--- config.mk ---
export PLATFORM = sky130hd
export DESIGN_NAME = lcd_char_writer
export DESIGN_NICKNAME = d
export VERILOG_FILES = /design/src/rtl/lcd_char_writer_pkg.sv /design/src/rtl/lcd_char_writer.sv
export SDC_FILE = /design/constraint.sdc
export NUM_CORES = 1
export LEC_CHECK = 0
export CAP_MARGIN = 20
export CORE_MARGIN = 5
export CORE_UTILIZATION = 35
export DETAILED_ROUTE_END_ITERATION = 10
export PLACE_DENSITY_LB_ADDON = 0.05
export SYNTH_ARGS = -nofsm -noshare
export SYNTH_HDL_FRONTEND = slang
export SYNTH_SLANG_ARGS = --single-unit
--- constraint.sdc ---
create_clock -name clk -period 1.8 [get_ports clk]
set_input_delay 0.18 -clock clk [delete_from_list [all_inputs] [get_ports clk]]
set_output_delay 0.18 -clock clk [all_outputs]
set_load 0.1 [all_outputs]
--- src/rtl/lcd_char_writer_pkg.sv ---
// Shared constants for the HD44780-style character LCD writer: FSM state
// encodings, controller command bytes and DDRAM line base addresses.
package lcd_char_writer_pkg;

    localparam int PWRUP_TICKS_DEF = 20;

    localparam logic [7:0] CMD_FUNC  = 8'h38;
    localparam logic [7:0] CMD_DISP  = 8'h0C;
    localparam logic [7:0] CMD_ENTRY = 8'h06;
    localparam logic [7:0] CMD_CLEAR = 8'h01;
    localparam logic [7:0] DDRAM_L1  = 8'h80;
    localparam logic [7:0] DDRAM_L2  = 8'hC0;

    localparam logic [3:0] ST_PWRUP   = 4'd0;
    localparam logic [3:0] ST_FUNC    = 4'd1;
    localparam logic [3:0] ST_DISP    = 4'd2;
    localparam logic [3:0] ST_ENTRY   = 4'd3;
    localparam logic [3:0] ST_CLEAR   = 4'd4;
    localparam logic [3:0] ST_L1_ADDR = 4'd5;
    localparam logic [3:0] ST_L1_DATA = 4'd6;
    localparam logic [3:0] ST_L2_ADDR = 4'd7;
    localparam logic [3:0] ST_L2_DATA = 4'd8;

    // Bus byte driven by each command-type (rs=0) state.
    function automatic logic [7:0] cmd_byte(input logic [3:0] st);
        logic [7:0] b;
        case (st)
            ST_FUNC:    b = CMD_FUNC;
            ST_DISP:    b = CMD_DISP;
            ST_ENTRY:   b = CMD_ENTRY;
            ST_CLEAR:   b = CMD_CLEAR;
            ST_L1_ADDR: b = DDRAM_L1;
            ST_L2_ADDR: b = DDRAM_L2;
            default:    b = 8'h00;
        endcase
        return b;
    endfunction

    // Successor of each single-transaction command state.
    function automatic logic [3:0] cmd_next(input logic [3:0] st);
        logic [3:0] n;
        case (st)
            ST_FUNC:    n = ST_DISP;
            ST_DISP:    n = ST_ENTRY;
            ST_ENTRY:   n = ST_CLEAR;
            ST_CLEAR:   n = ST_L1_ADDR;
            ST_L1_ADDR: n = ST_L1_DATA;
            ST_L2_ADDR: n = ST_L2_DATA;
            default:    n = ST_PWRUP;
        endcase
        return n;
    endfunction

endpackage

--- src/rtl/lcd_char_writer.sv ---
// 8-bit HD44780-style LCD driver: power-up wait, init commands, then endless
// 2x16 refresh. One bus phase per en_tick; every transaction is E-high then E-low.
module lcd_char_writer
    import lcd_char_writer_pkg::*;
#(
    parameter int PWRUP_TICKS = PWRUP_TICKS_DEF
) (
    input  logic       clk,
    input  logic       rst,
    input  logic       en_tick,
    input  logic [7:0] char_data,
    output logic [4:0] char_addr,
    output logic       lcd_rs,
    output logic       lcd_rw,
    output logic       lcd_e,
    output logic [7:0] lcd_data,
    output logic       init_done,
    output logic       frame_done
);

    localparam logic [7:0] PWRUP_LAST = 8'(PWRUP_TICKS - 1);

    logic [3:0] state_r;
    logic       phase_r;
    logic [7:0] tick_cnt_r;
    logic [3:0] col_r;
    logic       line_r;
    logic       lcd_rs_r;
    logic       lcd_e_r;
    logic [7:0] lcd_data_r;
    logic       init_done_r;
    logic       frame_done_r;

    // Sequencer: every state and output register moves only on en_tick, except frame_done clearing.
    always_ff @(posedge clk or posedge rst) begin
        if (rst) begin
            state_r      <= ST_PWRUP;
            phase_r      <= 1'b0;
            tick_cnt_r   <= 8'd0;
            col_r        <= 4'd0;
            line_r       <= 1'b0;
            lcd_rs_r     <= 1'b0;
            lcd_e_r      <= 1'b0;
            lcd_data_r   <= 8'h00;
            init_done_r  <= 1'b0;
            frame_done_r <= 1'b0;
        end else begin
            frame_done_r <= 1'b0;
            if (en_tick) begin
                case (state_r)
                    ST_PWRUP: begin
                        if (tick_cnt_r == PWRUP_LAST) begin
                            tick_cnt_r <= 8'd0;
                            state_r    <= ST_FUNC;
                        end else begin
                            tick_cnt_r <= tick_cnt_r + 8'd1;
                        end
                    end
                    ST_FUNC, ST_DISP, ST_ENTRY, ST_CLEAR, ST_L1_ADDR, ST_L2_ADDR: begin
                        if (!phase_r) begin
                            lcd_rs_r   <= 1'b0;
                            lcd_data_r <= cmd_byte(state_r);
                            lcd_e_r    <= 1'b1;
                            phase_r    <= 1'b1;
                        end else begin
                            lcd_e_r  <= 1'b0;
                            phase_r  <= 1'b0;
                            state_r  <= cmd_next(state_r);
                            line_r   <= (state_r == ST_L2_ADDR);
                            if (state_r == ST_CLEAR) begin
                                init_done_r <= 1'b1;
                            end else begin
                                init_done_r <= init_done_r;
                            end
                        end
                    end
                    ST_L1_DATA, ST_L2_DATA: begin
                        if (!phase_r) begin
                            // char_data is only trusted on this tick; phase 1 holds it on the bus
                            lcd_rs_r   <= 1'b1;
                            lcd_data_r <= char_data;
                            lcd_e_r    <= 1'b1;
                            phase_r    <= 1'b1;
                        end else begin
                            lcd_e_r <= 1'b0;
                            phase_r <= 1'b0;
                            if (col_r == 4'd15) begin
                                col_r        <= 4'd0;
                                line_r       <= 1'b0;
                                state_r      <= (state_r == ST_L1_DATA) ? ST_L2_ADDR : ST_L1_ADDR;
                                frame_done_r <= (state_r == ST_L2_DATA);
                            end else begin
                                col_r <= col_r + 4'd1;
                            end
                        end
                    end
                    default: begin
                        state_r <= ST_PWRUP;
                        phase_r <= 1'b0;
                        lcd_e_r <= 1'b0;
                    end
                endcase
            end
        end
    end

    assign char_addr  = {line_r, col_r};
    assign lcd_rs     = lcd_rs_r;
    assign lcd_rw     = 1'b0;
    assign lcd_e      = lcd_e_r;
    assign lcd_data   = lcd_data_r;
    assign init_done  = init_done_r;
    assign frame_done = frame_done_r;

endmodule

==> results.yml <==
run_status:
  status: "finished, final reports clean"
global_route:
  antenna_found_initial: 0
  grt_max_degree: 30
  grt_overflow: 0
  grt_pass1_wl_microns: 6644
  grt_pass1_vias: 1408
  grt_util_all_layers_pct: 13.69
min_path:
  min_path_type: "input port to asynchronous set/reset pin"
place:
  hpwl_microns: 2799
  gp_congestion: 0.8125
  io_buffers: 27
  place_area_sq_um: 1947
  dpl.cell_count: 249
critical_path:
  path_class: "register to register"
  path_max_fanout: 8
  end_kind: "register"
  worst_ep_required_time_ps: 1960
  worst_r2r_path_depth: 3
  crit_arrival_ps: 1890
  cp-start-kind: "register"
clock_tree:
  cts_made_buffers: 5
  cts_setup_buffers: 0
  worstSkewPairLatency_ps: 280
  root_buffer: "clkbuf_8"
  cts_sinks: 29
  clockBufferDepth: 2
  h-tree-depth: 2
  cts_tree: "yes"
  clkTransAtPathRegs_ps: 70
synth:
  synthTopCellsByCount: "29 x dfrtp_1, 18 x nand2_1, 16 x o21ai_0"
  syn-num-nets: 181
  synth.avg_cell_area_sq_um: 9.607
  synth.most_common_cell: "dfrtp_1"
  synth-seq-cells: 29
  yosys_most_used_dff: "dfrtp_1"
  async_reset_ff_share_pct: 100.0
  yosys.area.top_type: "dfrtp_1"
  synth_cell_types: 49
  yosysWarnings: 0
  netlist_instances: 168
  ys_seq_area_share_pct: 44.96
  synth.area.top_cells: "dfrtp_1 45%, o21ai_0 5.0%, nand2_1 4.2%"
  synthesis.area_sq_um: 1614
  synth_edf_count: 0
  synth_top_cell_area_share_pct: 44.96
floorplan:
  die_w_microns: 77.91
  die_h_microns: 77.91
  coreArea_sq_um: 4414
  std_cell_rows: 24
  top_level_ports: 29
  start_util_pct: 36.56
  die-area_sq_um: 6070
sta:
  period_minus_slack_ps: 1738
  grt_setup_unrepaired: "no"
  setup_viol: 0
  final-hold-violation-count: 0
  setup_tns_ps: 0
  whs_ps: 275.5
  min_period_over_period_pct: 96.54
  fmax_mhz: 575.4
  finalMaxSlewViolations: 0
  clock_skew_ps: 9.442
final_layout:
  fin_area_sq_um: 2068
  fin_util_pct: 46.85
  multi_input_area_sq_um: 814.5
  area_delta_synth_final_pct: 28.14
  drive_gt1_share_pct: 27.32
  regArea_sq_um: 732.0
  nFillCells: 420
  diodes: 0
  final_cells: 257
  layout.nets: 217
detailed_routing:
  routed_wl_microns: 3813
  via_count: 1361
  wl_per_cell_microns: 14.84
  dr.pass1.iters: 4
  postRouteAntennaNets: 0
  drc: 0
  vias_per_cell: 5.296
  dr.first_iter.drc_count: 43
run:
  cap_viol_max_count: 0
power:
  peakVddDrop_v: 0.0009598
  p_leak_nw: 0.9291
  p_per_area_nw_per_um2: 2081
state kept, by name (all words and copies together) (netlist names):
name / flops
line_r: 1
lcd_data: 8
col_r: 4
lcd_e: 1
frame_done: 1
state_r: 4
tick_cnt_r: 8
lcd_rs: 1
init_done: 1
timing repair:
action | CTS | global route
setup endpoints to repair | 0 | 2
gates resized for setup | 0 | 1
hold buffers | 0 | 0
endpoints found under the hold margin | 0 | 0
per-stage QoR:
step                      setup slack, ps  power [mW]
final                               62.21       4.304
after global routing                9.931       4.573
after CTS                           55.27       4.338
after detailed placement            83.11       3.626
after global placement              113.5       3.594
after floorplan                     25.71       3.033
logic make-up after synthesis:
group | synth area share (%)
AOI/OAI and AO/OA | 18.99
xor gates and xnor gates | 2.714
adders and majority gates | 1.550
buffers and inverters | 4.883
DFF | 44.96
muxes | 3.953
other | 0.2323
and+or+nand+nor | 22.71
worst paths after layout:
path | start | to | slack, ps
max | state_r[0]$_DFFE_PP0P_ | lcd_rs$_DFFE_PP0P_ | 60
min | rst | col_r[0]$_DFFE_PP0P_ | 280
max reg2reg | state_r[0]$_DFFE_PP0P_ | lcd_rs$_DFFE_PP0P_ | 60
min reg2reg | init_done$_DFFE_PP0P_ | init_done$_DFFE_PP0P_ | 470
max in group asynchronous | rst | lcd_e$_DFFE_PP0P_ | 1230
min in group clk | init_done$_DFFE_PP0P_ | init_done$_DFFE_PP0P_ | 470
critical path, cell delays in order, from the launching register on:
cell and delay [ps]:
dfrtp_1 460, or4_4 610, nand4_2 190, mux2_2 350
cell type report:
cell class                 instances  share of cell area, %
timing repair buffer              40                  15.73
tap                               52                  3.146
multi-input combinational        124                  39.38
sequential                        29                  35.39
clock buffer                       7                  4.174
clock inverter                     1                  1.452
inverter                           4                 0.7260
power by group:
| part | internal, mW | switching, mW |
|---|---|---|
| clock network | 0.451 | 0.247 |
| logic | 0.760 | 1.69 |
| registers | 0.896 | 0.260 |
per-layer routing:
metal	track usage [%]	wire (microns)
met5	0	0
met3	4.861	176
met4	6.926	85
met2	20.28	1780
met1	17.57	1771
layout by cell type (no fill, tap or decap), drive strengths merged, types with 2 or more instances in the layout:
cell | netlist | final
a21o | 3 | 3
a21oi | 10 | 10
and2 | 2 | 2
and3 | 2 | 2
buf | 10 | 30
clkbuf | 1 | 7
clkdlybuf4s50 | 0 | 10
dfrtp | 29 | 29
ha | 2 | 2
inv | 4 | 4
mux2 | 5 | 5
nand2 | 18 | 18
nand2b | 4 | 4
nand3 | 6 | 6
nor2 | 8 | 8
nor2b | 4 | 4
nor3 | 9 | 9
nor4 | 2 | 2
o21ai | 16 | 16
o21bai | 2 | 2
o31ai | 6 | 6
or4 | 2 | 2
xnor2 | 3 | 3
xor2 | 2 | 2
No activity file was read; power rests on OpenSTA's default activity.
==> edit 1: new RTL, config.mk and constraints unchanged <==
Make the reset (`rst`) synchronous in one clocked block.
--- a/src/rtl/lcd_char_writer.sv
+++ b/src/rtl/lcd_char_writer.sv
@@ -34,3 +34,3 @@
     // Sequencer: every state and output register moves only on en_tick, except frame_done clearing.
-    always_ff @(posedge clk or posedge rst) begin
+    always_ff @(posedge clk) begin
         if (rst) begin
Behaviour: no difference found for any inputs over 10 cycles, from zero or initial values and one cycle with rst high; that may be too few to reach the edited logic, so the function may still have changed.
==> edit 1 against the unedited design <==
  * Sequential cell count did not move
  * Area after synthesis fell by 1.8%
  * Cell area rose by 4.2%
  * First-iteration DRC count rose by 79%
  * Worst setup slack improved by 40 ps
  * Via count rose by 11%
  * Sequential share of layout area fell by 7.7 points
  * Routed wire length rose by 11%
  * Hold slack improved by 210 ps
Power is not compared: it rests on default switching activity, and its combinational part moved more than twofold at a synthesized area within 25%.
==> edit 1: results (changes against the unedited design) <==
stage,metric,value,unit,change
critical_path,Worst EP arrival,1900,ps,
finish,Nets,241,,+11%
grt,pin count of the biggest net entering global routing,11,,-63%
grt,first-pass GRT wire length,6980,um,+5.1%
power,leakage power,0.000831,uW,
grt,initial antenna violation count,0,,unchanged
worst_hold_path,hold crit path type,register to register,,
place,Port-buffer cells,27,,unchanged
clock_network,CTS clock-pin slew for the worst setup and hold paths,60,ps,
critical_path,Crit-path slowest cell,dfxtp_4,,
grt,number of global-route vias before repair,1486,,+5.5%
routing,WL per Instance,15.0,um,+1.2%
run_status,status,finished clean,,
critical_path,"Max FO, Critical Path",7,,-1
critical_path,max incr delay on CP,360,ps,-250 ps
routing,first-pass detailed-route iteration total,6,,+2
routing,via count,1513,,+11%
clock_network,htree depth,2,,unchanged
synth,synth top area cells,"dfxtp_1, nor2_1, a211oi_2",,
routing,initial detailed-routing violation count,77,,+79%
power,Peak VDD IR,0.565,mV,
place,DP Cell Count,269,,+8.0%
place,GPL Wtd Cong,0.787,,-3.1%
clock_network,clk buf depth,2,,unchanged
finish,layout cells sized above 1,0.328,,+0.0543
clock_network,Skew-Pair Late Insertion Delay,280,ps,about the same
timing,"Period Utilization, post-route",0.943,,-0.0223
power,Power Density,875,nW/um2,
synth,"Avg Cell Area, Syn",8.76,um2,-8.8%
critical_path,Crit path max-delay family,simple AND/OR/NAND/NOR gates,,
synth,top post-synthesis cells by count,"dfxtp_1, nor2_1, nand2_1",,
synth,asr flop ratio synth,0,,-1.00
timing,Max Clock Skew,4.33,ps,-5.11 ps
timing,final hold vios,0,,unchanged
place,Final HPWL DP,3210,um,+15%
synth,Cell variety after synth,53,,+8.2%
place,Area after DPL,1980,um2,+1.7%
timing,worst hold slack,481,ps,+205 ps
synth,sequential area share after synthesis,0.366,,-0.0834
clock_network,Root Driver,clkbuf_8,,
finish,ANT cells,0,,unchanged
grt,GRT Total Usage,0.143,,+0.00628
clock_network,clock buffer count from CTS,5,,unchanged
critical_path,Reg2Reg Setup Slack,100,ps,+40 ps
synth,Post-Syn Nets,194,,+7.2%
place,DP Worst Slack,25.4,ps,-57.7 ps
finish,filler cell count,437,,+4.0%
synth,Synth Warn #,0,,unchanged
routing,final wirelength,4220,um,+11%
-- edit 1: cell count changes in the layout (fill, tap and decap cells not counted), moves of 6 or more --
cell      delta
dfxtp_1     +20
buf_4       +10
a211oi_2     +6
o21ai_0     -11
nor2_1      +15
dfxtp_2      +7
dfrtp_1     -24
-- edit 1: cell type report --
class                   count  share of cell area
clock buffers               7              0.0447
clock inverters             1             0.00232
inverters                   5             0.00871
multi-input cells         136               0.442
flip-flops and latches     29               0.277
well taps                  52              0.0302
repair buffers             51               0.195
-- edit 1: kinds of logic after synthesis --
kind of cell             Yosys count  synth area share
multiplexers                       4            0.0253
XOR/XNOR                           5            0.0276
other                              1           0.00237
flip-flops                        29             0.366
AO/OA/AOI/OAI                     51             0.244
AND/OR/NAND/NOR                   73             0.265
adder cells (fa/ha/maj)            2            0.0158
buffers and inverters             16            0.0537
-- edit 1: layer usage --
metal,up-vias,part of all wire,global-route usage
li1,759,-,-
met1,716,0.46,0.184
met2,33,0.48,0.221
met3,5,0.042,0.0597
met4,0,0.012,0.0395
met5,-,0,0
-- edit 1: power by group --
part / switching (uW) / leakage [uW] / internal, uW / total, uW
registers: 41.6 / 0.000239 / 683 / 725
clock network: 246 / 0.0000542 / 345 / 591
logic: 373 / 0.000538 / 197 / 570
total: 661 / 0.000831 / 1230 / 1890
-- edit 1: path summary, 6_finish.rpt --
check                           depth (start not counted)          end  startpoint
worst min register to register                          2    init_done   init_done
worst min-delay path                                    2    init_done   init_done
worst max-delay path                                    5  lcd_data[7]  state_r[1]
worst max register to register                          5  lcd_data[7]  state_r[1]
-- edit 1: repair_timing --
item,in CTS,in global routing
buffers inserted,0,4
setup endpoints to repair,0,23
gates resized for setup,0,11
==> edit 2: new RTL, config.mk and constraints unchanged <==
Without the edit above. The package constant `PWRUP_TICKS_DEF` goes from 20 to 16.
--- a/src/rtl/lcd_char_writer_pkg.sv
+++ b/src/rtl/lcd_char_writer_pkg.sv
@@ -4,3 +4,3 @@
 
-    localparam int PWRUP_TICKS_DEF = 20;
+    localparam int PWRUP_TICKS_DEF = 16;
 
Behaviour: same outputs for any inputs over 10 cycles, from zero or initial values and one cycle with rst high; that may be too few to reach the edited logic, so the function may still have changed.
==> edit 2 against the unedited design <==
  * Cell area rose by 2.8%
  * Sequential share of layout area fell by 0.98 points
  * Worst setup slack got worse by 13 ps
  * Total power fell by 3.0%
  * Area after synthesis fell by 0.31%
  * Hold slack improved by 14 ps
  * Critical path depth rose by 1
  * Sequential power fell by 9%
  * Sequential cell count did not move
  * Maximum frequency fell by 0.72%
  * Routed wire length rose by 5.3%
  * Critical path type unchanged
  * Critical endpoint is now state_r[2]
==> edit 2: results (changes against the unedited design) <==
stage,metric,value,unit,change
run_status,status,finished clean,,
routing,WL met2,1770,um,-0.73%
critical_path,crit path kind,register to register,,
grt,number of global-route vias before repair,1435,,+1.9%
clock_network,CTS resizes,3,,+3
power,leakage power,0.000952,uW,+2.5%
routing,routed wl met3,264,um,+50%
synth,XOR/XNOR share of the synthesized area,0.0272,,+0.0000844
synth,Post-Syn Nets,188,,+3.9%
synth,Cell variety after synth,51,,+4.1%
synth,post-synthesis mux area share,0.0342,,-0.00532
synth,post-synthesis adder-cell area fraction,0.0156,,+0.0000482
critical_path,max incr delay on CP,510,ps,-100 ps
timing,max frequency,571,MHz,-0.72%
grt,GR Layer Usage met1,0.194,,+0.0184
power,Peak VDD IR,1.07,mV,+11%
timing,Max Clock Skew,2.66,ps,-6.78 ps
finish,Nets,229,,+5.5%
grt,M2 GR Usage,0.201,,-0.00167
timing,worst hold slack,289,ps,+14.0 ps
finish,Non-Filler Instances,269,,+4.7%
routing,initial detailed-routing violation count,70,,+63%
place,Final HPWL DP,3030,um,+8.3%
synth,top post-synthesis cells by count,"dfrtp_1, nand2_1, o21ai_0",,
synth,Synth Area in Compound Gates,0.194,,+0.00370
finish,layout cells sized above 1,0.290,,+0.0172
synth,sequential area share after synthesis,0.451,,+0.00140
place,DP Worst Slack,-30.3,ps,-113 ps
routing,max layer used,met4,,
critical_path,reg2reg path depth,4,,+1
grt,first-pass GRT wire length,6800,um,+2.4%
synth,"Avg Cell Area, Syn",9.19,um2,-4.3%
place,DP Cell Count,260,,+4.4%
clock_network,Root Driver,clkbuf_8,,
synth,synth top area cells,"dfrtp_1, nand2_1, o21ai_0",,
power,Logic power comb,2580,uW,+5%
critical_path,Reg2Reg Setup Slack,50,ps,
critical_path,Critical R2R Capture,state_r[2],,
critical_path,worst r2r src,state_r[3],,
power,Seq. pwr,1050,uW,-9%
critical_path,Worst EP arrival,1910,ps,+20 ps
power,Pwr Total,4170,uW,-3.0%
power,Psw,2190,uW,-0.28%
place,GPL Wtd Cong,0.837,,+3.0%
routing,vias per cell,5.30,,+0.10%
routing,met1 WL,1950,um,+10%
place,Area after DPL,1980,um2,+1.6%
grt,GRT Total Usage,0.137,,+0.000504
routing,final wirelength,4020,um,+5.3%
critical_path,"Max FO, Critical Path",7,,-1
==> edit 2: changes by cell type after synthesis, sizes merged, moves of 2 or more <==
cell	unedited run	this run
nand2	18	25
clkbuf	1	5
o31ai	6	2
buf	10	7
nor3	9	6
o211ai	0	3
o21ai	16	14
o21bai	2	0
o2bb2ai	0	2
or2	0	2
==> edit 2: critical path, delay by kind of cell, from the launching register on <==
kind | cells | cell delay (ps)
AND/OR/NAND/NOR | 2 | 640
AO/OA/AOI/OAI | 2 | 510
flip-flops | 1 | 480
==> edit 2: logic make-up after synthesis <==
kind of cell | after synthesis
flip-flops | 29
XOR/XNOR | 5
multiplexers | 5
buffers and inverters | 17
AND/OR/NAND/NOR | 70
other | 1
AO/OA/AOI/OAI | 46
adder cells (fa/ha/maj) | 2
==> edit 2: cell type report <==
cell class                 instances  area (um2)
timing repair buffer              46         374
inverter                           5        18.8
clock buffer                       8        90.1
tap                               52        65.1
fill                             437        2290
multi-input combinational        129         847
sequential                        29         732
